File: config.mk
export PLATFORM = sky130hd
export DESIGN_NAME = ltssm_timer_bank
export DESIGN_NICKNAME = d
export VERILOG_FILES = /design/src/rtl/ltssm_timer_bank.sv
export SDC_FILE = /design/constraint.sdc
export NUM_CORES = 1
export LEC_CHECK = 0
export ABC_AREA = 1
export CORE_ASPECT_RATIO = 0.5
export CORE_MARGIN = 3
export CORE_UTILIZATION = 35
export CTS_BUF_LIST = sky130_fd_sc_hd__clkbuf_4 sky130_fd_sc_hd__clkbuf_8 sky130_fd_sc_hd__clkbuf_16
export DETAILED_ROUTE_END_ITERATION = 10
export PLACE_DENSITY_LB_ADDON = 0.15
export SYNTH_ARGS = -nofsm -noshare
export SYNTH_HDL_FRONTEND = slang
export SYNTH_SLANG_ARGS = --single-unit
File: constraint.sdc
create_clock -name Pclk -period 2.3 [get_ports Pclk]
set_input_delay 0.46 -clock Pclk [delete_from_list [all_inputs] [get_ports Pclk]]
set_output_delay 0.46 -clock Pclk [all_outputs]
set_load 0.01 [all_outputs]
File: src/rtl/ltssm_timer_bank.sv
// Bank of independent LTSSM timeout timers in the Pclk domain. Each channel latches a
// Gen/PIPE-width scaled interval at Start and runs one-shot or periodic.
module ltssm_timer_bank #(
    parameter int NUM_TIMERS     = 4,
    parameter int CNT_WIDTH      = 32,
    parameter int GEN1_PIPEWIDTH = 8,
    parameter int GEN2_PIPEWIDTH = 8,
    parameter int GEN3_PIPEWIDTH = 8,
    parameter int GEN4_PIPEWIDTH = 8,
    parameter int GEN5_PIPEWIDTH = 8,
    parameter int SIM_SHIFT      = 0
) (
    input  logic                    Pclk,
    input  logic                    Reset,
    input  logic [2:0]              Gen,
    input  logic [NUM_TIMERS-1:0]   Start,
    input  logic [NUM_TIMERS-1:0]   Stop,
    input  logic [NUM_TIMERS-1:0]   Enable,
    input  logic [NUM_TIMERS-1:0]   Periodic,
    input  logic [3*NUM_TIMERS-1:0] IntervalCode,
    output logic [NUM_TIMERS-1:0]   TimeOut,
    output logic [NUM_TIMERS-1:0]   Expire,
    output logic [NUM_TIMERS-1:0]   Active
);

    typedef enum logic [1:0] {
        IDLE = 2'd0,
        RUN  = 2'd1,
        DONE = 2'd2
    } state_t;

    localparam logic [63:0] MAX_COUNT = (64'd1 << CNT_WIDTH) - 64'd1;

    // Narrower PIPE interfaces run Pclk faster, so each halving of width doubles the count.
    function automatic logic [2:0] width_shift(input int pipe_width);
        case (pipe_width)
            32:      return 3'd0;
            16:      return 3'd1;
            default: return 3'd2;
        endcase
    endfunction

    function automatic logic [63:0] base_cycles(input logic [2:0] code);
        logic [63:0] b;
        case (code)
            3'b000: b = 64'd0;
            3'b001: b = 64'd750000;
            3'b010: b = 64'd1500000;
            3'b011: b = 64'd3000000;
            3'b100: b = 64'd125000;
            3'b101: b = 64'd500000;
            3'b110: b = 64'd62500;
            default: b = 64'd6250;
        endcase
        return b >> SIM_SHIFT;
    endfunction

    logic [2:0] gen_shift;
    logic [2:0] pipe_shift;
    logic [2:0] scale_shift;

    always_comb begin
        gen_shift  = 3'd0;
        pipe_shift = width_shift(GEN1_PIPEWIDTH);
        case (Gen)
            3'd2: begin
                gen_shift  = 3'd1;
                pipe_shift = width_shift(GEN2_PIPEWIDTH);
            end
            3'd3: begin
                gen_shift  = 3'd2;
                pipe_shift = width_shift(GEN3_PIPEWIDTH);
            end
            3'd4: begin
                gen_shift  = 3'd3;
                pipe_shift = width_shift(GEN4_PIPEWIDTH);
            end
            3'd5: begin
                gen_shift  = 3'd4;
                pipe_shift = width_shift(GEN5_PIPEWIDTH);
            end
            default: begin
                gen_shift  = 3'd0;
                pipe_shift = width_shift(GEN1_PIPEWIDTH);
            end
        endcase
        scale_shift = gen_shift + pipe_shift;
    end

    for (genvar i = 0; i < NUM_TIMERS; i++) begin : g_chan
        state_t               state;
        state_t               state_nxt;
        logic [CNT_WIDTH-1:0] tick;
        logic [CNT_WIDTH-1:0] tick_nxt;
        logic [CNT_WIDTH-1:0] interval;
        logic [CNT_WIDTH-1:0] interval_req;
        logic [63:0]          scaled;
        logic                 periodic_q;
        logic                 timeout_q;
        logic                 timeout_nxt;
        logic                 expire_q;
        logic                 expire_nxt;
        logic                 active_q;
        logic                 expired;

        // Saturating the interval keeps the up-counter from ever needing to wrap.
        always_comb begin
            scaled       = base_cycles(IntervalCode[3*i +: 3]) << scale_shift;
            interval_req = (scaled > MAX_COUNT) ? {CNT_WIDTH{1'b1}} : scaled[CNT_WIDTH-1:0];
        end

        assign expired = (tick >= interval);

        always_ff @(posedge Pclk) begin
            if (!Reset) begin
                state      <= IDLE;
                tick       <= '0;
                interval   <= '0;
                periodic_q <= 1'b0;
                timeout_q  <= 1'b0;
                expire_q   <= 1'b0;
                active_q   <= 1'b0;
            end else begin
                state     <= state_nxt;
                tick      <= tick_nxt;
                timeout_q <= timeout_nxt;
                expire_q  <= expire_nxt;
                active_q  <= (state_nxt == RUN);
                if (Start[i]) begin
                    interval   <= interval_req;
                    periodic_q <= Periodic[i];
                end
            end
        end

        // Start outranks Stop, and both outrank an expiry in the same cycle.
        always_comb begin
            state_nxt = state;
            if (Start[i]) begin
                state_nxt = RUN;
            end else if (Stop[i]) begin
                state_nxt = IDLE;
            end else if (state == RUN && expired && !periodic_q) begin
                state_nxt = DONE;
            end
        end

        always_comb begin
            tick_nxt    = tick;
            timeout_nxt = timeout_q;
            expire_nxt  = 1'b0;
            if (Start[i] || Stop[i]) begin
                tick_nxt    = '0;
                timeout_nxt = 1'b0;
            end else begin
                case (state)
                    RUN: begin
                        if (expired) begin
                            expire_nxt = 1'b1;
                            if (periodic_q) begin
                                tick_nxt = '0;
                            end else begin
                                timeout_nxt = 1'b1;
                            end
                        end else if (Enable[i]) begin
                            tick_nxt = tick + CNT_WIDTH'(1);
                        end
                    end
                    DONE: begin
                        timeout_nxt = 1'b1;
                    end
                    default: begin
                        tick_nxt    = '0;
                        timeout_nxt = 1'b0;
                    end
                endcase
            end
        end

        assign TimeOut[i] = timeout_q;
        assign Expire[i]  = expire_q;
        assign Active[i]  = active_q;
    end

endmodule

* Word-level counts from Yosys, hierarchy flattened
Cells that the tools add are included.
Cells by class: $mul 0, multiplexer cells 53, reduce and logical (&&, ||, !) cells 36, add/sub/neg operators 5, $lt $le $gt $ge 8, equal/unequal tests 56, div/mod/pow operators 0, bitwise operators 9, shift operators 4
Operators by type and width (count):
- 22-bit case mux with 7 select lines | 4
- 32-bit 2-to-1 mux | 16
- 64-bit by 32-bit > comparator with 1-bit output (second input constant) | 4
- 32-bit case mux with 2 select lines | 4
- 64-bit by 3-bit left shift with 64-bit output | 4
- 32-bit by 1-bit adder with 32-bit output (second input constant) | 4
- 32-bit greater-or-equal comparator | 4
- 3-bit equality test (second input constant) | 14
- 3-bit by 2-bit equality test with 1-bit output (second input constant) | 10
- 2-bit 2-to-1 mux | 12
- 3-bit inequality test (second input constant) | 8
- 2-bit by 1-bit equality test with 1-bit output (second input constant) | 8
- 2-bit inequality test (second input constant) | 8
- 3-bit by 1-bit equality test with 1-bit output (second input constant) | 4
- 3-bit logical NOT | 4
- 1-bit 2-to-1 mux | 12
- 3-bit case mux with 4 select lines | 1
- 3-bit AND reduction | 4
- 3-bit OR reduction | 4
- 1-bit inverter | 9
- 2-bit equality test (second input constant) | 4
- 1-bit logical AND | 8
- 1-bit case mux with 2 select lines | 4
- 2-bit AND reduction | 4
- other kinds (4) | 13
Word-level totals: bits in writable memories 0, memories 0, flip-flop bits (word level) 280, ROM bits 0, bits in latches 0, bits of input ports 33, output and inout port bits 12

* Longest topological paths before layout
Gate-level depths: netlist (run 1).
depth after elaboration 7, depth in mapped cells 18, depth with buffers taken out 17

* Worst setup path after synthesis (run 1)
Ideal clock, no wire load.
path kind register to register, start register g_chan[3].tick[23], end register g_chan[3].tick[26], setup time 116 ps, cell stages (with the launch flop) 16, required time 2184 ps, path buffers 2, slack 262 ps, arrival time 1922 ps, cell sequence dfxtp_1 ha_1 nand2_1 inv_1 nand2_1 nand2_1 nand2_1 nand3_1 nor2_4 nand2_4 nand3_4 nand3_2 buf_6 buf_6 o21ai_0 nor2_1
Between the ends: word-level cells in the longest chain between the ends 4, elaborated cells between the ends (all ways) 8
RTL lines:
- start: declaration | RTL line 93 | logic [CNT_WIDTH-1:0] tick;
- start signal: assignment | RTL line 125 | tick <= tick_nxt;
- 32-bit by 1-bit adder with 32-bit output | RTL line 166 | tick_nxt = tick + CNT_WIDTH'(1);
- 32-bit 2-to-1 mux | RTL line 165 | end else if (Enable[i]) begin
- 32-bit 2-to-1 mux | RTL line 158 | if (expired) begin
- 32-bit case mux with 2 select lines | RTL line 156 | case (state)
Several ways; a longest one is shown, not always the timed one. The select of a mux whose other input is x is not followed. A chain may end at the register's enable or synchronous reset.

* Worst setup path in the final report (run 1)
start register g_chan[0].interval[21], end register g_chan[0].tick[27]
Between the ends: word-level cells in the longest chain between the ends 3, elaborated cells between the ends (all ways) 6
RTL lines:
- start: declaration | RTL line 95 | logic [CNT_WIDTH-1:0] interval;
- start signal: assignment | RTL line 130 | interval <= interval_req;
- 32-bit greater-or-equal comparator * | RTL line 112 | assign expired = (tick >= interval);
- 3-bit inequality test (no line) or 32-bit 2-to-1 mux (tied branches)
- 3-bit AND reduction (no line) or 32-bit case mux with 2 select lines (tied branches)
- end signal: assignment | RTL line 125
- end: declaration | RTL line 93
Every way passes the cells marked *; elsewhere a longest branch is shown, timed or not.

==> impl_metrics.tcl, run 1 <==
set metrics [dict create \
    status "finished, final reports clean" \
    die_w_um 339 \
    crit_path_end "g_chan[0].tick[27]$_SDFFE_PP0P_" \
    clock_sinks 264 \
    die_area_um2 58300 \
    start_util 0.357 \
    cellPowerDensity_nw_per_um2 584 \
    cp.depth 13 \
    cts_buffers 29 \
    skew_ns 0.0187 \
    dieHeight_um 172 \
    insertedDiodeCount 0 \
    crit_family "simple AND/OR/NAND/NOR gates" \
    synth_nets 3323 \
    area_growth_pct 33.7 \
    grt_pass1_wl_um 96100 \
    grt_pass1_vias 18400 \
    tightestPinTransition_ns 0.603 \
    whs_ns 0.393 \
    synth-edff-count 0 \
    required_ns 2.82 \
    grt_max_degree 35 \
    ff2ff_path_depth 13 \
    nFillCells 5561 \
    start_kind "flip-flop" \
    vias_per_cell 4.83 \
    max_slew_margin 0.594 \
    r2r_slack_ns 0.03 \
    finalCritPeriodShare 0.988 \
    yosys.area_share.adder 0.0802 \
    synth-xor-area-share 0.0290 \
    pre_cts_slack_ns -0.289 \
    core_um2 54200 \
    drv_slew 0 \
    insertion_delay_ns 0.59 \
    synthMuxAreaShare 0 \
    clock_path_buffers 3 \
    synth_top_family_by_area "simple AND/OR/NAND/NOR gates" \
    rr_startpoint "g_chan[0].interval[21]$_SDFFE_PN0P_" \
    antenna_found_initial 0 \
    gr-usage-all-layers 0.200 \
    synth_ff_type "dfxtp_1" \
    wirelength_um 62300 \
    crit_top_cell "nand2_4" \
    netlist_area_um2 19400 \
    clock.fmax_mhz 440 \
    drtIter0Drc 1511 \
    rsz0062_at_grt "yes" \
    hpwl_um 46100 \
    synth_seq_cells 264 \
    cts_tree "yes" \
    synth_warnings 0 \
    finalHoldViolations 0 \
    overflow 0 \
    p_leak_uw 0.0111 \
    layout-drive-gt1-share 0.213 \
    path_buf_inv 2 \
    vias 20600 \
    end_kind "flip-flop" \
    crit_path_cell_trace "inv_2 -> ha_4 -> nand2_4 -> nor2_4 -> nand4_1 -> nor3_2 -> nand2_4 -> nand2_4 -> nand3_4 -> nand3_4 -> clkbuf_16 -> nand2_1 -> a21oi_1" \
    drc 0 \
    synth-simple-area-share 0.353 \
    path_clk_slew_ns 0.07 \
    boundaryPins 45 \
    antenna_left 0 \
    dpl-instance-area_um2 23000 \
    rr_endpoint "g_chan[0].tick[27]$_SDFFE_PP0P_" \
    startpoint "g_chan[0].interval[21]$_SDFFE_PN0P_" \
    post_drt_wl_per_cell_um 14.6 \
    mostFrequentLayoutCell "nand2_1" \
    async_reset_ff_frac 0 \
    firstDrtPassIters 6 \
    clock-root-buffer "clkbuf_16" \
    worst-setup-path-type "reg2reg" \
    cts_htree_levels 1 \
    portBuffers 44 \
    netlist_instances 3166 \
    ys_seq_area_frac 0.273 \
    synth-compound-area-share 0.142 \
    fin_area_um2 25900 \
    critPathMaxStageDelay_ns 0.35 \
    ys_types 52 \
    holdCritPathClass "in2reg" \
    finalCriticalPeriod_ns 2.27 \
    critPathSlowestCell "dfxtp_2" \
    setup_ws_ns 0.0279 \
    gp_congestion 0.906 \
    crit_fanout 12 \
    drv_cap 0 \
    holdBufCountCts 0 \
    min_path_cells 3 \
    final_nets 3664 \
    rows 60 \
    setup_violations 0 \
    layout_common_cells "nand2_1 (830), nor2_1 (478), inv_1 (438)" \
    avgSynthCellArea_um2 6.11 \
    cp.arrival_ns 2.79 \
    ir_drop_mv 0.550 \
]
## cell families (layout without fill, tap and decap cells)
family / count (synthesis) / after routing
buf+inv: 591 / 953
simple gates: 1642 / 1643
xor+xnor: 64 / 64
compound gates: 481 / 481
flops: 264 / 264
fa+ha+maj: 124 / 124
## state kept, by name, summed over array words and instances, names as in the netlist
name and cells:
g_chan.active_q 4, g_chan.state 8, g_chan.timeout_q 4, g_chan.tick 128
g_chan.periodic_q 4, g_chan.interval 112, g_chan.expire_q 4
## worst reg2reg max path: cells and delay by family, from the launching register on
kind	cells	cell delay [ns]
compound gates	1	0.13
fa+ha+maj	1	0.28
buf+inv	2	0.27
flops	1	0.35
simple gates	9	1.18
## what timing repair did
item,4_1_cts,5_1_grt
resized for setup,1,315
endpoints found under the hold margin,0,0
pin swaps,1,83
gates cloned,0,19
setup endpoints to repair,2,135
setup buffers,1,20
## per-stage QoR
step / cells / utilization / power [uW] / setup TNS (ns)
finish: 4273 / 0.477 / 15100 / 0
global route: 4273 / 0.477 / 15900 / -2.87
CTS: 4235 / 0.446 / 14500 / 0
detailed placement: 4181 / 0.424 / 8590 / -13.78
global placement: 4181 / 0.424 / 8570 / -12.31
floorplan: 3166 / - / 7210 / 0
## worst min path at each step
| stage | start | endpoint | slack [ns] |
|---|---|---|---|
| final | Reset | g_chan[2].interval[26]$_SDFFE_PN0P_ | 0.39 |
| after global routing | Reset | g_chan[2].interval[26]$_SDFFE_PN0P_ | 0.38 |
| after CTS | Reset | g_chan[2].interval[26]$_SDFFE_PN0P_ | 0.37 |
| after detailed placement | g_chan[1].tick[31]$_SDFFE_PP0P_ | g_chan[1].tick[31]$_SDFFE_PP0P_ | 0.43 |
| after global placement | g_chan[1].interval[1]$_SDFFE_PN0P_ | g_chan[1].interval[1]$_SDFFE_PN0P_ | 0.42 |
| after floorplan | g_chan[0].interval[1]$_SDFFE_PN0P_ | g_chan[0].interval[1]$_SDFFE_PN0P_ | 0.41 |
## routing by layer
layer,track usage,up-vias,share of wire
met4,0.0352,0,0.016
met2,0.310,362,0.43
met3,0.0249,77,0.041
met5,0,-,0
li1,-,10800,-
met1,0.297,9435,0.52
## report_power, final
group,switching [uW],internal [uW]
clock,2170,3680
sequential,152,4780
combinational,2450,1880
## cell usage after synthesis, types with 8 or more instances
| master | n | area (um^2) |
|---|---|---|
| nand2_1 | 856 | 3210 |
| nor2_1 | 506 | 1900 |
| inv_1 | 465 | 1750 |
| dfxtp_1 | 264 | 5290 |
| o21ai_0 | 164 | 821 |
| a21oi_1 | 160 | 801 |
| ha_1 | 124 | 1550 |
| nand3_1 | 115 | 576 |
| xor2_1 | 64 | 561 |
| nor3_1 | 62 | 310 |
| clkbuf_1 | 49 | 184 |
| o211ai_1 | 40 | 300 |
| nand4_1 | 38 | 238 |
| buf_2 | 34 | 170 |
| a22oi_1 | 33 | 248 |
| o22ai_1 | 28 | 175 |
| a31oi_1 | 23 | 144 |
| buf_4 | 23 | 173 |
| inv_2 | 10 | 37.5 |
| nor2_2 | 8 | 50.1 |
## layout make-up
class	instances	area, um^2	area share
Clock buffer	38	843	0.0326
Tap cell	744	931	0.0360
Clock inverter	15	328	0.0127
Multi-Input combinational cell	2312	12700	0.492
Timing Repair Buffer	423	3840	0.148
Sequential cell	264	5400	0.209
Inverter	477	1800	0.0694
No activity file was read; power rests on OpenSTA's default activity.
==> run 2, diff against run 1 <==
--- a/config.mk
+++ b/config.mk
@@ -12,6 +12,7 @@
 export CTS_BUF_LIST = sky130_fd_sc_hd__clkbuf_4 sky130_fd_sc_hd__clkbuf_8 sky130_fd_sc_hd__clkbuf_16
 export DETAILED_ROUTE_END_ITERATION = 10
 export PLACE_DENSITY_LB_ADDON = 0.15
+export SLEW_MARGIN = 25
 export SYNTH_ARGS = -nofsm -noshare
 export SYNTH_HDL_FRONTEND = slang
 export SYNTH_SLANG_ARGS = --single-unit
==> results of run 2 <==
Same layout as run 1: the final DEF is identical, and so are final timing and power.
